## config.mk

```make
export PLATFORM = sky130hd
export DESIGN_NAME = vec_mem_stage
export DESIGN_NICKNAME = d
export VERILOG_FILES = /design/src/rtl/vec_mem_pkg.sv /design/src/rtl/vec_mem_bank.sv /design/src/rtl/vec_mem_stage.sv
export SDC_FILE = /design/constraint.sdc
export NUM_CORES = 2
export LEC_CHECK = 0
export BUFFER_PORTS_ARGS = -buffer_cell sky130_fd_sc_hd__buf_2
export CAP_MARGIN = 20
export CELL_PAD_IN_SITES_DETAIL_PLACEMENT = 1
export CELL_PAD_IN_SITES_GLOBAL_PLACEMENT = 2
export CORE_MARGIN = 2
export CORE_UTILIZATION = 24
export DETAILED_ROUTE_END_ITERATION = 10
export GPL_TIMING_DRIVEN = 1
export PLACE_DENSITY = 0.56
export SLEW_MARGIN = 10
export SYNTH_ARGS = -nofsm -noshare
export SYNTH_HDL_FRONTEND = slang
export SYNTH_SLANG_ARGS = --single-unit
```

## constraint.sdc

```tcl
create_clock -name clk_i -period 5.4 [get_ports clk_i]
set_input_delay 0.54 -clock clk_i [delete_from_list [all_inputs] [get_ports clk_i]]
set_output_delay 0.54 -clock clk_i [all_outputs]
set_load 0.005 [all_outputs]
```

## src/rtl/vec_mem_pkg.sv

```systemverilog
// ---------------------------------------------------------------------------
// vec_mem_pkg
//   Shared types and helpers for the vector/scalar memory stage.
//   - state_t      : two-state control FSM encoding (IDLE, BUSY)
//   - sb_ctrl_t    : width-independent part of the EX->WB sideband bundle
//                    (register-destination fields follow the module's
//                    REGI_BITS/VECT_BITS parameters and live beside it)
//   - beat_count() : number of port beats an accepted op occupies
//   Optional build macro used by the stage: MEM_BOUNDS_CHECK_EN
// ---------------------------------------------------------------------------
package vec_mem_pkg;

  localparam int REGI_BITS_DEF = 4;
  localparam int VECT_BITS_DEF = 2;
  localparam int JUMP_BITS     = 10;

  typedef enum logic [0:0] {
    ST_IDLE = 1'b0,
    ST_BUSY = 1'b1
  } state_t;

  typedef struct packed {
    logic                 enable_reg;
    logic                 enable_jump;
    logic                 flag_end;
    logic                 flag_nop;
    logic                 write_result_int;
    logic                 write_result_v;
    logic [JUMP_BITS-1:0] jump_address;
  } sb_ctrl_t;

  // Vector memory ops stream the whole vector; everything else is one beat.
  function automatic int beat_count(input logic is_vec, input logic is_mem,
                                    input int beats);
    return (is_vec && is_mem) ? beats : 1;
  endfunction

endpackage

```

## src/rtl/vec_mem_bank.sv

```systemverilog
// ---------------------------------------------------------------------------
// vec_mem_bank
//   DEPTH x PW single-clock memory, synchronous write, registered read.
//   Contents are not reset so the array maps onto block RAM.
//   Ports:
//     clk_i    in  1   clock
//     we_i     in  1   write enable
//     waddr_i  in  AB  write word address
//     wdata_i  in  PW  write data
//     re_i     in  1   read enable (updates rdata_o on the edge)
//     raddr_i  in  AB  read word address
//     rdata_o  out PW  registered read data
// ---------------------------------------------------------------------------
module vec_mem_bank #(
  parameter int PW    = 16,
  parameter int DEPTH = 64,
  localparam int AB   = $clog2(DEPTH)
) (
  input  logic          clk_i,
  input  logic          we_i,
  input  logic [AB-1:0] waddr_i,
  input  logic [PW-1:0] wdata_i,
  input  logic          re_i,
  input  logic [AB-1:0] raddr_i,
  output logic [PW-1:0] rdata_o
);

  logic [PW-1:0] r_mem [DEPTH];
  logic [PW-1:0] r_rdata;

  always_ff @(posedge clk_i) begin
    if (we_i) begin
      r_mem[waddr_i] <= wdata_i;
    end
    if (re_i) begin
      r_rdata <= r_mem[raddr_i];
    end
  end

  assign rdata_o = r_rdata;

endmodule

```

## src/rtl/vec_mem_stage.sv

```systemverilog
// ---------------------------------------------------------------------------
// vec_mem_stage
//   Vector/scalar memory stage with its MEM/WB register. One op is accepted
//   per valid_i & ready_o handshake; vector loads/stores run BEATS beats over
//   a PW-wide port, scalar and non-memory ops take one cycle. The result and
//   the latched sideband are presented with a one-cycle valid_o pulse.
//   Optional macro: MEM_BOUNDS_CHECK_EN -- flag ops whose last word lies past
//   MEMO_LINES-1 with fault_o instead of wrapping (no writes, rdata_o 0).
//   Ports:
//     clk_i, rst_i (async, active low)
//     valid_i / ready_o                 upstream handshake (ready only in IDLE)
//     isVector_i, flagMemRead_i, flagMemWrite_i, addr_i[AB], wdata_i[VW]
//     enableReg_i ... vecRegDest_i      sideband, echoed on *_o
//     valid_o, rdata_o[VW], fault_o     writeback result
// ---------------------------------------------------------------------------
module vec_mem_stage
  import vec_mem_pkg::*;
#(
  parameter int REGI_BITS  = REGI_BITS_DEF,
  parameter int VECT_BITS  = VECT_BITS_DEF,
  parameter int ELEM_SIZE  = 8,
  parameter int VECT_SIZE  = 8,
  parameter int PORT_LANES = 2,
  parameter int MEMO_LINES = 64,
  localparam int VW = ELEM_SIZE * VECT_SIZE,
  localparam int PW = ELEM_SIZE * PORT_LANES,
  localparam int AB = $clog2(MEMO_LINES)
) (
  input  logic                 clk_i,
  input  logic                 rst_i,
  input  logic                 valid_i,
  output logic                 ready_o,
  input  logic                 isVector_i,
  input  logic                 flagMemRead_i,
  input  logic                 flagMemWrite_i,
  input  logic [AB-1:0]        addr_i,
  input  logic [VW-1:0]        wdata_i,
  input  logic                 enableReg_i,
  input  logic                 enableJump_i,
  input  logic                 flagEnd_i,
  input  logic                 flagNop_i,
  input  logic                 writeResultInt_i,
  input  logic                 writeResultV_i,
  input  logic [9:0]           jumpAddress_i,
  input  logic [REGI_BITS-1:0] intRegDest_i,
  input  logic [VECT_BITS-1:0] vecRegDest_i,
  output logic                 valid_o,
  output logic [VW-1:0]        rdata_o,
  output logic                 enableReg_o,
  output logic                 enableJump_o,
  output logic                 flagEnd_o,
  output logic                 flagNop_o,
  output logic                 writeResultInt_o,
  output logic                 writeResultV_o,
  output logic [9:0]           jumpAddress_o,
  output logic [REGI_BITS-1:0] intRegDest_o,
  output logic [VECT_BITS-1:0] vecRegDest_o,
  output logic                 fault_o
);

  localparam int BEATS = VECT_SIZE / PORT_LANES;
  localparam int BW    = (BEATS > 1) ? $clog2(BEATS) : 1;

  // Word address arithmetic wraps modulo MEMO_LINES (also for non-pow2 depth).
  function automatic logic [AB-1:0] wrap_add(input logic [AB-1:0] base, input int off);
    int s;
    s = int'(base) + off;
    if (s >= MEMO_LINES) s = s - MEMO_LINES;
    return AB'(s);
  endfunction

  // Op latched at accept
  state_t                 r_state;
  logic [BW-1:0]          r_beat;
  logic [BW-1:0]          r_last;
  logic [AB-1:0]          r_addr;
  logic [VW-1:0]          r_wdata;
  logic [VW-1:0]          r_asm;
  logic                   r_is_load;
  logic                   r_is_store;
  logic                   r_oob;
  sb_ctrl_t               r_ctrl;
  logic [REGI_BITS-1:0]   r_int_dest;
  logic [VECT_BITS-1:0]   r_vec_dest;

  // MEM/WB output register
  logic                   r_valid_o;
  logic [VW-1:0]          r_rdata_o;
  logic                   r_fault_o;
  sb_ctrl_t               r_ctrl_o;
  logic [REGI_BITS-1:0]   r_int_dest_o;
  logic [VECT_BITS-1:0]   r_vec_dest_o;

  logic                   w_idle;
  logic                   w_busy;
  logic                   w_accept;
  logic                   w_in_mem;
  int                     w_in_n;
  logic                   w_in_oob;
  logic                   w_beat_last;
  logic [AB-1:0]          w_wr_addr;
  logic [AB-1:0]          w_rd_addr;
  logic                   w_we;
  logic                   w_re;
  logic [PW-1:0]          w_wr_data;
  logic [PW-1:0]          w_bank_rdata;
  logic [PW-1:0]          w_wslice [BEATS];
  logic [VW-1:0]          w_asm_next;
  sb_ctrl_t               w_in_ctrl;

  assign w_idle   = (r_state == ST_IDLE);
  assign w_busy   = (r_state == ST_BUSY);
  assign w_accept = valid_i & w_idle;
  assign w_in_mem = flagMemRead_i | flagMemWrite_i;
  assign w_in_n   = beat_count(isVector_i, w_in_mem, BEATS);

`ifdef MEM_BOUNDS_CHECK_EN
  assign w_in_oob = w_in_mem && ((int'(addr_i) + w_in_n - 1) >= MEMO_LINES);
`else
  assign w_in_oob = 1'b0;
`endif

  assign w_in_ctrl = '{enable_reg:       enableReg_i,
                       enable_jump:      enableJump_i,
                       flag_end:         flagEnd_i,
                       flag_nop:         flagNop_i,
                       write_result_int: writeResultInt_i,
                       write_result_v:   writeResultV_i,
                       jump_address:     jumpAddress_i};

  assign w_beat_last = (r_beat == r_last);
  assign w_wr_addr   = wrap_add(r_addr, int'(r_beat));
  assign w_we        = w_busy & r_is_store & ~r_oob;

  // Reads are issued one beat ahead (the accept edge fetches word 0) so that
  // the registered bank output already holds word k at the edge of beat k.
  assign w_rd_addr = w_busy ? wrap_add(r_addr, int'(r_beat) + 1) : addr_i;
  assign w_re      = w_accept | w_busy;

  generate
    for (genvar gi = 0; gi < BEATS; gi++) begin : g_slice
      assign w_wslice[gi] = r_wdata[gi*PW +: PW];
      assign w_asm_next[gi*PW +: PW] = (r_is_load && (r_beat == BW'(gi)))
                                       ? w_bank_rdata : r_asm[gi*PW +: PW];
    end
  endgenerate

  assign w_wr_data = w_wslice[r_beat];

  vec_mem_bank #(
    .PW    (PW),
    .DEPTH (MEMO_LINES)
  ) u_bank (
    .clk_i   (clk_i),
    .we_i    (w_we),
    .waddr_i (w_wr_addr),
    .wdata_i (w_wr_data),
    .re_i    (w_re),
    .raddr_i (w_rd_addr),
    .rdata_o (w_bank_rdata)
  );

  always_ff @(posedge clk_i or negedge rst_i) begin
    if (!rst_i) begin
      r_state      <= ST_IDLE;
      r_beat       <= '0;
      r_last       <= '0;
      r_addr       <= '0;
      r_wdata      <= '0;
      r_asm        <= '0;
      r_is_load    <= 1'b0;
      r_is_store   <= 1'b0;
      r_oob        <= 1'b0;
      r_ctrl       <= '0;
      r_int_dest   <= '0;
      r_vec_dest   <= '0;
      r_valid_o    <= 1'b0;
      r_rdata_o    <= '0;
      r_fault_o    <= 1'b0;
      r_ctrl_o     <= '0;
      r_int_dest_o <= '0;
      r_vec_dest_o <= '0;
    end else begin
      r_valid_o <= 1'b0;
      case (r_state)
        ST_IDLE: begin
          if (valid_i) begin
            r_state    <= ST_BUSY;
            r_beat     <= '0;
            r_last     <= BW'(w_in_n - 1);
            r_addr     <= addr_i;
            r_wdata    <= wdata_i;
            r_asm      <= '0;
            // A store wins when both flags are set.
            r_is_store <= flagMemWrite_i;
            r_is_load  <= flagMemRead_i & ~flagMemWrite_i;
            r_oob      <= w_in_oob;
            r_ctrl     <= w_in_ctrl;
            r_int_dest <= intRegDest_i;
            r_vec_dest <= vecRegDest_i;
          end
        end
        ST_BUSY: begin
          r_asm <= w_asm_next;
          if (w_beat_last) begin
            r_state      <= ST_IDLE;
            r_valid_o    <= 1'b1;
            r_rdata_o    <= (r_is_load & ~r_oob) ? w_asm_next : '0;
            r_fault_o    <= r_oob;
            r_ctrl_o     <= r_ctrl;
            r_int_dest_o <= r_int_dest;
            r_vec_dest_o <= r_vec_dest;
          end else begin
            r_beat <= r_beat + 1'b1;
          end
        end
        default: r_state <= ST_IDLE;
      endcase
    end
  end

  assign ready_o          = w_idle;
  assign valid_o          = r_valid_o;
  assign rdata_o          = r_rdata_o;
  assign fault_o          = r_fault_o;
  assign enableReg_o      = r_ctrl_o.enable_reg;
  assign enableJump_o     = r_ctrl_o.enable_jump;
  assign flagEnd_o        = r_ctrl_o.flag_end;
  assign flagNop_o        = r_ctrl_o.flag_nop;
  assign writeResultInt_o = r_ctrl_o.write_result_int;
  assign writeResultV_o   = r_ctrl_o.write_result_v;
  assign jumpAddress_o    = r_ctrl_o.jump_address;
  assign intRegDest_o     = r_int_dest_o;
  assign vecRegDest_o     = r_vec_dest_o;

endmodule

```

==> impl_metrics.ini <==
[outcome]
status = finished clean

[logic_synthesis]
yosysMostFrequentCell = edfxtp_1
synthTopCellsByCount = 1040 x edfxtp_1, 423 x nand3_1, 345 x nand2_1
synth.area.top_cells = edfxtp_1 59%, dfrtp_1 12%, mux4_2 9.4%
synth_ff_type = edfxtp_1
synth_seq_cells = 1289
synth_nets = 3388
ys_warn_count = 0
synth_edf_count = 1040
syn_avg_cell_area_um2 = 16.1
syn_inst = 3281
synth.largest_area_cell = edfxtp_1
synth_top_area_share = 0.592
synth_area_mm2 = 0.0528
async_flop_share = 0.193
synth_seq_area_share = 0.710
ys_types = 44

[pwr]
p_clk_frac = 0.221
p_per_area_mw_per_mm2 = 701
p_leak_nw = 22.1
sw_frac_of_total = 0.411
power_frac_seq = 0.339
power.switching_w = 0.0182
ir_drop_uv = 689
p_total_w = 0.0444
p_comb_frac = 0.440
p_int_w = 0.0262

[layout]
drive_gt1_frac = 0.240
nFillCells = 23000
multi_input_area_mm2 = 0.0144
seq_area_mm2 = 0.0375
nNetsFinal = 3715
area_delta_synth_final_pct = 20.1

[grt]
antenna_found_initial = 5
grt_use_total = 0.147
grt_max_degree = 115
grt_remaining_overflow = 0
first_global_vias = 32900
grt_pass1_wl_mm = 240

[timing]
setup_viol = 0
slew_viol_final = 0
relSlewSlack = 0.241
max_freq_mhz = 224
fin_crit_ps = 4460
setup-tns-final_ps = 0
tightest_slew_ps = 1140
fin_crit_sh = 0.825
hold_viol_final = 0
rsz0062_at_grt = no
skew_ps = 26.7
holdWs_ps = 58.8
timing.final.ws_setup_ps = 944

[clocking]
cts_resized = 0
clkSlewWorstSetupHoldPaths_ps = 60
cts.sinks = 1289
cts_tree = built
post_cts_buffers = 0
cts-buffers-inserted = 147
htreeDepth = 4
cts_root_buf = clkbuf_16
clock_latency_ps = 790
clock_path_buffers = 3

[detailed_routing]
drt_wl_total_mm = 166
drt_iter0_drc = 2391
drc = 0
drtPass1Iterations = 5
antenna_left = 0
avgViaCountPerCell = 4.70
vias = 31000
wire_per_inst_um = 25.1

[die]
die_height_um = 473
row_count = 172
die_area_mm2 = 0.224
coreArea_mm2 = 0.219
initial_core_util = 0.241
die_w_um = 473
io_pins = 187

[critical_path]
crit_path_max_fanout = 15
end_kind = register
critPathLaunchType = register
critPathSlowestCell = a21oi_4
worstPathArrival_ps = 4940
crit_type = reg -> reg
cpPeakStageDelay_ps = 700
crit_top_cell = inv_1
timing.critical_path.cells = inv_1 > ha_1 > inv_1 > fa_1 > xnor2_2 > a21oi_4 > buf_4 > mux4_2 > mux2i_1 > o32ai_1 > o22ai_1 > nand3_1
required_ps = 5880

[placed_design]
gp_congestion = 0.761
io_buffer_count = 185
dp_worst_setup_slack_ps = 849
dp_hpwl_mm = 102

[min_path]
hold_class = in -> reg

[run]
cap_violations = 0
repair_timing:
action	in CTS	in global routing
setup endpoints to repair	0	0
hold buffers	87	0
endpoints found under the hold margin	187	0
kinds of logic after synthesis:
| group | after synthesis | share of synthesized area |
|---|---|---|
| other cells | 1 | 0.0000711 |
| flops | 1289 | 0.710 |
| compound gates | 354 | 0.0449 |
| simple gates | 872 | 0.0730 |
| fa+ha+maj | 10 | 0.00261 |
| xor+xnor | 11 | 0.00183 |
| buf+inv | 256 | 0.0203 |
| mux | 488 | 0.147 |
registers in the layout (all words and copies together), names as in the netlist, 2 cells and up:
register / flops
u_bank.r_mem: 1024
r_asm: 64
r_wdata: 64
rdata_o: 64
r_ctrl: 16
u_bank.rdata_o: 16
jumpAddress_o: 10
r_addr: 6
intRegDest_o: 4
r_int_dest: 4
r_beat: 2
r_vec_dest: 2
vecRegDest_o: 2
stage by stage:
stage,cell area (um2),std cells,utilization
after global routing,63400,6601,0.289
after global placement,57700,6240,0.263
after floorplan,52800,3281,-
after CTS,63400,6600,0.289
after detailed placement,57700,6243,0.264
final,63400,6601,0.289
path summary, 6_finish.rpt:
path                                        start                      endpoint  slack [ps]  cells past startpoint
max in group asynchronous                   rst_i        rdata_o[9]$_DFFE_PN0P_        3750                      3
max                         r_beat[0]$_DFFE_PN0P_   u_bank.rdata_o[5]$_DFFE_PP_         940                     12
min reg2reg                r_ctrl[11]$_DFFE_PN0P_  writeResultInt_o$_DFFE_PN0P_         460                      2
min in group asynchronous                   rst_i         r_ctrl[7]$_DFFE_PN0P_         410                      2
max reg2reg                 r_beat[0]$_DFFE_PN0P_   u_bank.rdata_o[5]$_DFFE_PP_         940                     12
min                                       valid_i         r_beat[1]$_DFFE_PN0P_          60                      2
power by group through the flow:
stage               sequential [W]  clock (W)  combinational, W
floorplan                   0.0147          0            0.0117
detailed placement          0.0153          0            0.0198
CTS                         0.0151     0.0101            0.0199
global route                0.0152     0.0105            0.0211
finish                      0.0150    0.00982            0.0195
global placement            0.0152          0            0.0196
critical path: cells and delay by family, from the launching register on:
family | cells | cell delay [ps]
and+or+nand+nor | 1 | 170
muxes | 2 | 680
buffers and inverters | 3 | 600
DFF | 1 | 400
AOI/OAI and AO/OA | 3 | 1340
xor gates and xnor gates | 1 | 220
adders and majority gates | 2 | 720
cell usage in the layout, fill, tap and decap left out, types with 7 or more instances in the layout:
cell,synthesis,routed
a22oi_1,104,104
buf_12,0,11
buf_2,29,184
buf_4,7,139
bufinv_16,0,7
clkbuf_1,161,42
clkbuf_16,0,150
clkbuf_8,0,13
clkinv_1,0,22
clkinv_2,0,20
dfrtp_1,249,247
dlygate4sd3_1,0,87
edfxtp_1,1040,1040
ha_1,7,7
inv_1,9,8
mux2_2,96,95
mux2i_1,171,171
mux4_2,220,220
nand2_1,345,345
nand3_1,423,423
nor2_1,76,56
nor2_2,0,16
nor3_1,18,17
o21ai_0,83,83
o22ai_1,66,66
o31ai_1,65,65
o32ai_1,13,13
xor2_1,8,7
routing by layer:
| layer | share of wire | track usage | up-vias |
|---|---|---|---|
| met2 | 0.46 | 0.232 | 707 |
| met4 | 0.025 | 0.0401 | 4 |
| met5 | 0.00014 | 0 | - |
| li1 | - | - | 13500 |
| met1 | 0.47 | 0.208 | 16600 |
| met3 | 0.043 | 0.0239 | 193 |
final cells by class:
type                            count  share of cell area
Timing Repair Buffer              424              0.0491
Clock buffer                      205              0.0646
Clock inverter                     65              0.0103
Tap cell                         2871              0.0567
Antenna cell                        1           0.0000395
Inverter                           10            0.000592
Sequential cell                  1289               0.591
Multi-Input combinational cell   1736               0.227
Power figures use the tool's default switching activity.
